<file path="config.mk">
export PLATFORM = sky130hd
export DESIGN_NAME = slave_addr_ctrl
export DESIGN_NICKNAME = d
export VERILOG_FILES = /design/src/rtl/slave_ctrl_pkg.sv /design/src/rtl/slave_sync_edge.sv /design/src/rtl/slave_addr_ctrl.sv
export SDC_FILE = /design/constraint.sdc
export NUM_CORES = 1
export LEC_CHECK = 0
export CORE_MARGIN = 8
export CORE_UTILIZATION = 30
export CTS_BUF_LIST = sky130_fd_sc_hd__clkbuf_4 sky130_fd_sc_hd__clkbuf_8
export DETAILED_ROUTE_END_ITERATION = 16
export GPL_ROUTABILITY_DRIVEN = 0
export HOLD_SLACK_MARGIN = 0.06
export PLACE_DENSITY = 0.62
export SYNTH_ARGS = -nofsm -noshare
export SYNTH_HDL_FRONTEND = slang
export SYNTH_SLANG_ARGS = --single-unit
export TNS_END_PERCENT = 20
</file>
<file path="constraint.sdc">
create_clock -name slave_scl_sixt -period 2.27 [get_ports slave_scl_sixt]
set_clock_uncertainty 0.05 [all_clocks]
set_input_delay 0.3405 -clock slave_scl_sixt [delete_from_list [all_inputs] [get_ports slave_scl_sixt]]
set_output_delay 0.3405 -clock slave_scl_sixt [all_outputs]
set_load 0.05 [all_outputs]
</file>
<file path="src/rtl/slave_ctrl_pkg.sv">
// Shared constants for the slave address front-end: FSM state encoding and
// the width of the address bit counter.
package slave_ctrl_pkg;

  // Address phase carries 8 bits (7 address + R/W), counted 0..7.
  localparam int BIT_CNT_W = 3;

  // FSM state encoding, kept as plain constants for legacy tooling.
  localparam logic [2:0] IDLE      = 3'd0;
  localparam logic [2:0] ADDR      = 3'd1;
  localparam logic [2:0] CMP       = 3'd2;
  localparam logic [2:0] WAIT_FALL = 3'd3;
  localparam logic [2:0] ACK       = 3'd4;
  localparam logic [2:0] XFER      = 3'd5;
  localparam logic [2:0] IGNORE    = 3'd6;

endpackage

</file>
<file path="src/rtl/slave_sync_edge.sv">
// Multi-stage synchroniser for one raw bus line, followed by a history
// register so the caller gets the settled level plus one-cycle rise/fall
// strobes. All flops reset to 1, the idle level of an open-drain bus line.
module slave_sync_edge #(
  parameter int STAGES = 2  // synchroniser depth, must be at least 2
) (
  input  logic clk,
  input  logic rst,
  input  logic din,
  output logic level,
  output logic rise,
  output logic fall
);

  logic [STAGES-1:0] sync_q;
  logic              prev_q;

  // Shift the raw line through the synchroniser and remember the last level.
  always_ff @(posedge clk) begin
    if (rst) begin
      sync_q <= '1;
      prev_q <= 1'b1;
    end else begin
      sync_q <= {sync_q[STAGES-2:0], din};
      prev_q <= sync_q[STAGES-1];
    end
  end

  assign level = sync_q[STAGES-1];
  assign rise  = level & ~prev_q;
  assign fall  = ~level & prev_q;

endmodule

</file>
<file path="src/rtl/slave_addr_ctrl.sv">
// Slave-side address front-end on the 16x oversampling clock. Detects
// START / STOP / repeated START on the synchronised bus, clocks the 8
// address+R/W bits into an external SIPO, compares the address and ACKs it
// on a match, then hands over to the data stage (XFER).
module slave_addr_ctrl
  import slave_ctrl_pkg::*;
#(
  parameter logic [6:0] SLAVE_ADDR  = 7'h50,
  parameter int         SYNC_STAGES = 2
) (
  input  logic       slave_scl_sixt,
  input  logic       slave_rst,
  input  logic       slave_scl_in,
  input  logic       slave_sda_in,
  input  logic [6:0] slave_addr_out,
  input  logic       slave_rd_wr,
  output logic       slave_serial_in,
  output logic       slave_rec_addr_shift,
  output logic       slave_sda_oe,
  output logic       slave_addr_match,
  output logic       slave_xfer_active,
  output logic       slave_rw_latched,
  output logic       slave_start_det,
  output logic       slave_stop_det
);

  logic scl_s, scl_rise, scl_fall;
  logic sda_s, sda_rise, sda_fall;

  logic [2:0]           state_q;
  logic [BIT_CNT_W-1:0] bit_cnt_q;
  logic                 match_q;
  logic                 rw_q;
  logic                 start_det_q;
  logic                 stop_det_q;

  logic scl_high_steady;
  logic start_cond;
  logic stop_cond;
  logic start_eff;
  logic shift;

  slave_sync_edge #(.STAGES(SYNC_STAGES)) u_scl_sync (
    .clk   (slave_scl_sixt),
    .rst   (slave_rst),
    .din   (slave_scl_in),
    .level (scl_s),
    .rise  (scl_rise),
    .fall  (scl_fall)
  );

  slave_sync_edge #(.STAGES(SYNC_STAGES)) u_sda_sync (
    .clk   (slave_scl_sixt),
    .rst   (slave_rst),
    .din   (slave_sda_in),
    .level (sda_s),
    .rise  (sda_rise),
    .fall  (sda_fall)
  );

  // SCL high in both this and the previous sample; SDA moving inside that
  // window is a bus condition rather than data.
  assign scl_high_steady = scl_s & ~scl_rise;
  assign start_cond      = scl_high_steady & sda_fall;
  assign stop_cond       = scl_high_steady & sda_rise;

  // While we hold SDA low for the ACK, a falling SDA is our own doing and is
  // not taken as a START. A STOP is still honoured so the bus gets released.
  assign start_eff = start_cond & (state_q != ACK);

  // One shift per SCL rise during the address phase; the SIPO samples
  // slave_serial_in on the same clock edge.
  assign shift = (state_q == ADDR) & scl_rise & ~start_cond & ~stop_cond;

  // Main FSM: bus-condition overrides first, then the per-state sequence.
  always_ff @(posedge slave_scl_sixt) begin
    if (slave_rst) begin
      state_q     <= IDLE;
      bit_cnt_q   <= '0;
      match_q     <= 1'b0;
      rw_q        <= 1'b0;
      start_det_q <= 1'b0;
      stop_det_q  <= 1'b0;
    end else begin
      start_det_q <= 1'b0;
      stop_det_q  <= 1'b0;
      if (stop_cond) begin
        state_q    <= IDLE;
        bit_cnt_q  <= '0;
        match_q    <= 1'b0;
        rw_q       <= 1'b0;
        stop_det_q <= 1'b1;
      end else if (start_eff) begin
        state_q     <= ADDR;
        bit_cnt_q   <= '0;
        match_q     <= 1'b0;
        start_det_q <= 1'b1;
      end else begin
        case (state_q)
          ADDR: begin
            if (shift) begin
              if (bit_cnt_q == {BIT_CNT_W{1'b1}}) begin
                state_q   <= CMP;
                bit_cnt_q <= '0;
              end else begin
                bit_cnt_q <= bit_cnt_q + 1'b1;
              end
            end
          end
          CMP: begin
            // The SIPO took the 8th bit on the previous edge, so it is complete.
            match_q <= (slave_addr_out == SLAVE_ADDR);
            rw_q    <= slave_rd_wr;
            state_q <= WAIT_FALL;
          end
          WAIT_FALL: begin
            if (scl_fall) state_q <= match_q ? ACK : IGNORE;
          end
          ACK: begin
            if (scl_fall) state_q <= XFER;
          end
          IDLE, XFER, IGNORE: begin
          end
          default: state_q <= IDLE;
        endcase
      end
    end
  end

  assign slave_serial_in      = sda_s;
  assign slave_rec_addr_shift = shift;
  assign slave_sda_oe         = (state_q == ACK);
  assign slave_addr_match     = (state_q == ACK) | (state_q == XFER);
  assign slave_xfer_active    = (state_q == XFER);
  assign slave_rw_latched     = rw_q;
  assign slave_start_det      = start_det_q;
  assign slave_stop_det       = stop_det_q;

endmodule

</file>
==> Yosys cells after proc, flatten, opt, wreduce, memory -nomap -nowiden <==
Cells that the tools add are included.
{ "op_classes": {"n_addsub": 1, "n_eq_ne": 18, "mux": 10, "n_bitwise": 21, "reduce_logical": 8} }
{ "op_table": {"columns": ["cell", "count"], "rows": [
  ["3-bit two-way mux", 5],
  ["3-bit case mux with 5 select lines", 1],
  ["3-bit equality test, second input constant", 4],
  ["1-bit bitwise AND", 11],
  ["5-bit AND reduction", 2],
  ["3-bit != test, second input constant", 3],
  ["1-bit inverter", 9],
  ["7-bit equality test, second input constant", 1],
  ["3-bit by 2-bit equality test with 1-bit output, second input constant", 2],
  ["2-bit != test, second input constant", 3],
  ["3-bit OR reduction", 2],
  ["2-bit by 1-bit != test with 1-bit output, second input constant", 2],
  ["2-bit AND reduction", 2],
  ["3-bit by 1-bit adder with 3-bit output, second input constant", 1],
  ["3-bit by 1-bit equality test with 1-bit output, second input constant", 1],
  ["3-bit logical NOT", 1],
  ["1-bit two-way mux", 3],
  ["3-bit by 1-bit != test with 1-bit output, second input constant", 1],
  ["3-bit by 2-bit != test with 1-bit output, second input constant", 1],
  ["2-bit two-way mux", 1],
  ["2-bit OR reduction", 1],
  ["1-bit bitwise OR", 1]
]} }
{ "word_totals": {"regBits": 16, "elab_cells": 69} }

==> Logic depth before layout (Yosys ltp) <==
{ "logic_depth": {"word_depth": 11, "mapped_depth": 6, "mapped_depth_nobuf": 5} }

==> Cells and area by module <==
Synthesis repeated with hierarchy kept, for this count alone.
{ "unflattened": {"cells_unflattened": 77, "area_unflattened_um2": 757.0} }
{ "by_module_without_submodules": {"columns": ["module", "instances", "cells_each", "area_per_inst_um2", "seq_area_each_um2"], "rows": [
  ["slave_addr_ctrl", 1, 61, 571.8, 200.2],
  ["slave_sync_edge", 2, 8, 92.6, 60.1]
]} }

==> Least setup slack after synthesis <==
OpenSTA, ideal clock, no wires.
{ "synth_timing": {"path_type": "register -> output", "startpoint": "reg state_q[2]", "endpoint": "out slave_xfer_active", "arrival_time_ps": 1715, "t_required_ps": 1879, "setup_slack_ps": 164, "path_stages_with_launch": 4, "n_path_buf": 1, "path_cell_list": "dfxtp_1 -> buf_6 -> nor2b_1 -> and2_1"} }
{ "synth_between": {"elab_chain_len": 1} }
{ "synth_rtl": {"columns": ["item", "line", "source"], "rows": [
  ["start: declaration", "slave_addr_ctrl.sv:30", "logic [2:0] state_q;"],
  ["start signal: assignment", "slave_addr_ctrl.sv:117", "if (scl_fall) state_q <= match_q ? ACK : IGNORE;"],
  ["3-bit equality test", "slave_addr_ctrl.sv:134", "assign slave_xfer_active = (state_q == XFER);"],
  ["end: declaration", "slave_addr_ctrl.sv:21", "output logic slave_xfer_active,"]
]} }
Every way passes these cells.

==> Final worst setup path <==
{ "layout_timing": {"startpoint": "reg u_sda_sync.sync_q[1]", "endpoint": "out slave_serial_in"} }
{ "layout_lines": {"columns": ["item", "line", "source"], "rows": [
  ["start: declaration", "slave_sync_edge.sv:15", "logic [STAGES-1:0] sync_q;"],
  ["start signal: assignment", "slave_sync_edge.sv:24", "sync_q <= {sync_q[STAGES-2:0], din};"],
  ["end: declaration", "slave_addr_ctrl.sv:17", "output logic slave_serial_in,"]
]} }
No word-level cell between the ends.

==> summary.md <==
| Metric | Value |
|---|---|
| Die area | `approximately 4300 sq um` |
| Die span in x | `65.5 um` |
| Grt ovf | `0` |
| DR WL/cell | `12.0 um` |
| Final instance area | `962 sq um` |
| DR pass1 iterations | `4` |
| Sinks on Clock Net | `16` |
| Mux share of post-synthesis cell area | `0.0136` |
| Sequential area share after synthesis | `0.436` |
| Hold Path Class | `reg -> reg` |
| Min Clock Period, post-route | `1.90 ns` |
| Max-slew violation count | `0` |
| CTS Buffer Depth | `2` |
| Ys flop type | `dfxtp_1` |
| Max-Cap Viols | `0` |
| Number of setup violations in the final report | `0` |
| Crit path buf inv count | `1` |
| Post-Synth Simple-Gate Area | `0.337` |
| EDFF count, synth | `0` |
| Clk_lat worst skew | `0.28 ns` |
| RSZ-0062 raised after global routing | `no` |
| Largest net degree at the start of global routing | `13` |
| Slowest CP cell | `clkdlybuf4s50_1` |
| Area occupied by multi-input gates | `384 sq um` |
| Most frequent cells in the layout | `dfxtp_1, clkdlybuf4s50_1, nand2_1` |
| Crit-path max FO | `5` |
| Global-route wire length before repair | `2.69 mm` |
| Post-CTS setup buffers | `0` |
| Dpl hpwl | `1.16 mm` |
| CTS tree | `yes` |
| Root buffer cell | `clkbuf_4` |
| Fmax | `between 500 and 600 MHz` |
| Antenna fix cells | `0` |
| Vias in the first global route | `a little over 600` |
| Worst Path Arrival | `1.51 ns` |
| Part of the cycle the worst path needs | `0.836` |
| Worst slew margin | `0.667` |
| Via density | `4.83` |
| Design Power | `531 uW` |
| Number of library cell types mapped by synthesis | `31` |
| PwrDens | `~550 nW/um^2` |
| IO buf count | `19` |
| CP Cell Sequence | `clkdlybuf4s50_1` |
| Initial antenna violation count | `0` |
| # resized after CTS | `0` |
| Crit path launch type | `flop` |
| CP required | `around 1.9 ns` |
| CP Capture Type | `output port` |
| # hold bufs at CTS | `0` |
| Vias post-DR | `roughly 610` |
| Synth Area per Inst | `9.54 sq um` |
| Leakage | `0.368 nW` |
| P&R area growth vs syn | `31.0%` |
| Clock transition at path regs | `0.10 ns` |
| Adder-Cell Fraction of Synth Area | `0.0341` |
| Num CTS Buffers | `3` |
| Syn Inst Count | `77` |
| Setup CP Type | `reg -> out` |
| GRT Util Overall | `0.0777` |
| Iteration-0 DRC Markers | `12` |
| Register Area | `~320 sq um` |
| Layout cells sized above 1 | `0.206` |
| Slew @ Worst Pin | `0.498 ns` |
| Post-Route WL | `1.53 mm` |
| Non-Filler Instances | `127` |
| Mapped Nets | `91` |
| # IOs | `20` |
| DP Cell Count | `123` |
| Synth Area in Compound Gates | `0.126` |
| Nets | `112` |
| Most common cell after layout, fill and taps aside | `dfxtp_1` |
| Main combinational cell family by area after synthesis | `simple AND/OR/NAND/NOR gates` |
| Dpl cell area | `926 sq um` |
| Outcome | `completed` |
| CTS H-tree lvls | `1` |
| Die height | `65.5 um` |
| Core area | `roughly 2400 sq um` |
| Remaining antenna violation count | `0` |
| Post-Synthesis Cell Area | `about 730 sq um` |
| Worst vdd ir | `0.377 mV` |
| Fraction of registers with async set/reset | `0` |
| Yosys Warn Count | `0` |
| CP top delay family | `buffers and inverters` |
| Total negative setup slack | `0 ns` |
| Row count | `18` |
| Fillers | `262` |
| Worst path max stage delay | `slightly above 0.8 ns` |
| Post-Synth XOR/XNOR Area | `0.0119` |
| Register bit total from synthesis | `16` |
| Fin. Hold Viols | `0` |
| # DRC | `0` |
| Starting Density | `0.308` |
| Util after Layout | `0.403` |
-- layout make-up --
| cell class | count | area share |
|---|---|---|
| well taps | 30 | 0.0390 |
| multi-input cells | 57 | 0.399 |
| repair buffers | 19 | 0.187 |
| clock buffers | 4 | 0.0377 |
| flip-flops and latches | 16 | 0.333 |
| inverters | 1 | 0.00390 |
-- stage by stage --
| step | worst slack (ns) | hold slack [ns] |
|---|---|---|
| finish | 0.373 | 0.372 |
| global route | 0.286 | 0.401 |
| CTS | 0.357 | 0.374 |
| detailed placement | 0.630 | 0.354 |
| global placement | 0.669 | 0.347 |
| floorplan | 0.164 | 0.339 |
-- cells in the mapped netlist (all sizes together) (2+ instances only) --
cell | number | area, sq um
nor3 | 3 | 15.0
or2 | 6 | 37.5
buf | 2 | 22.5
dfxtp | 16 | 320
o21ai | 3 | 15.0
nor3b | 4 | 35.0
nand2 | 10 | 40.0
ha | 2 | 25.0
nor2b | 3 | 18.8
nor2 | 4 | 15.0
a21oi | 8 | 55.1
-- cell families (layout without fill, tap and decap cells) --
group / after synthesis / count (layout)
simple gates: 39 / 39
flops: 16 / 16
buf+inv: 4 / 24
mux: 1 / 1
xor+xnor: 1 / 1
compound gates: 14 / 14
fa+ha+maj: 2 / 2
-- layer usage --
metal  share of wire  up-vias  global-route usage
met5               0        -                   0
met2            0.50       17               0.140
li1                -      307                   -
met3           0.056        2              0.0289
met4          0.0052        0              0.0245
met1            0.43      287              0.0813
-- registers in the layout (all words and copies together) (netlist names) --
register	count
bit_cnt_q	3
state_q	3
u_scl_sync.sync_q	2
u_sda_sync.sync_q	2
match_q	1
slave_rw_latched	1
slave_start_det	1
slave_stop_det	1
u_scl_sync.prev_q	1
u_sda_sync.prev_q	1
-- path summary, 6_finish.rpt --
path	startpoint	endpoint	slack, ns	cells after the start
min reg2reg	u_scl_sync.sync_q[0]$_SDFF_PP1_	u_scl_sync.sync_q[1]$_SDFF_PP1_	0.37	1
max reg2reg	state_q[1]$_SDFFE_PP0P_	bit_cnt_q[1]$_SDFFE_PP0P_	0.77	4
max	u_sda_sync.sync_q[1]$_SDFF_PP1_	slave_serial_in	0.37	1
min	u_scl_sync.sync_q[0]$_SDFF_PP1_	u_scl_sync.sync_q[1]$_SDFF_PP1_	0.37	1
-- power breakdown --
part | internal, mW | switching [mW] | total, mW | leakage (nW)
clock | 0.0975 | 0.0904 | 0.188 | 0.0210
sequential | 0.287 | 0.00656 | 0.293 | 0.130
combinational | 0.0299 | 0.0204 | 0.0502 | 0.217
No activity file was read; power rests on OpenSTA's default activity.
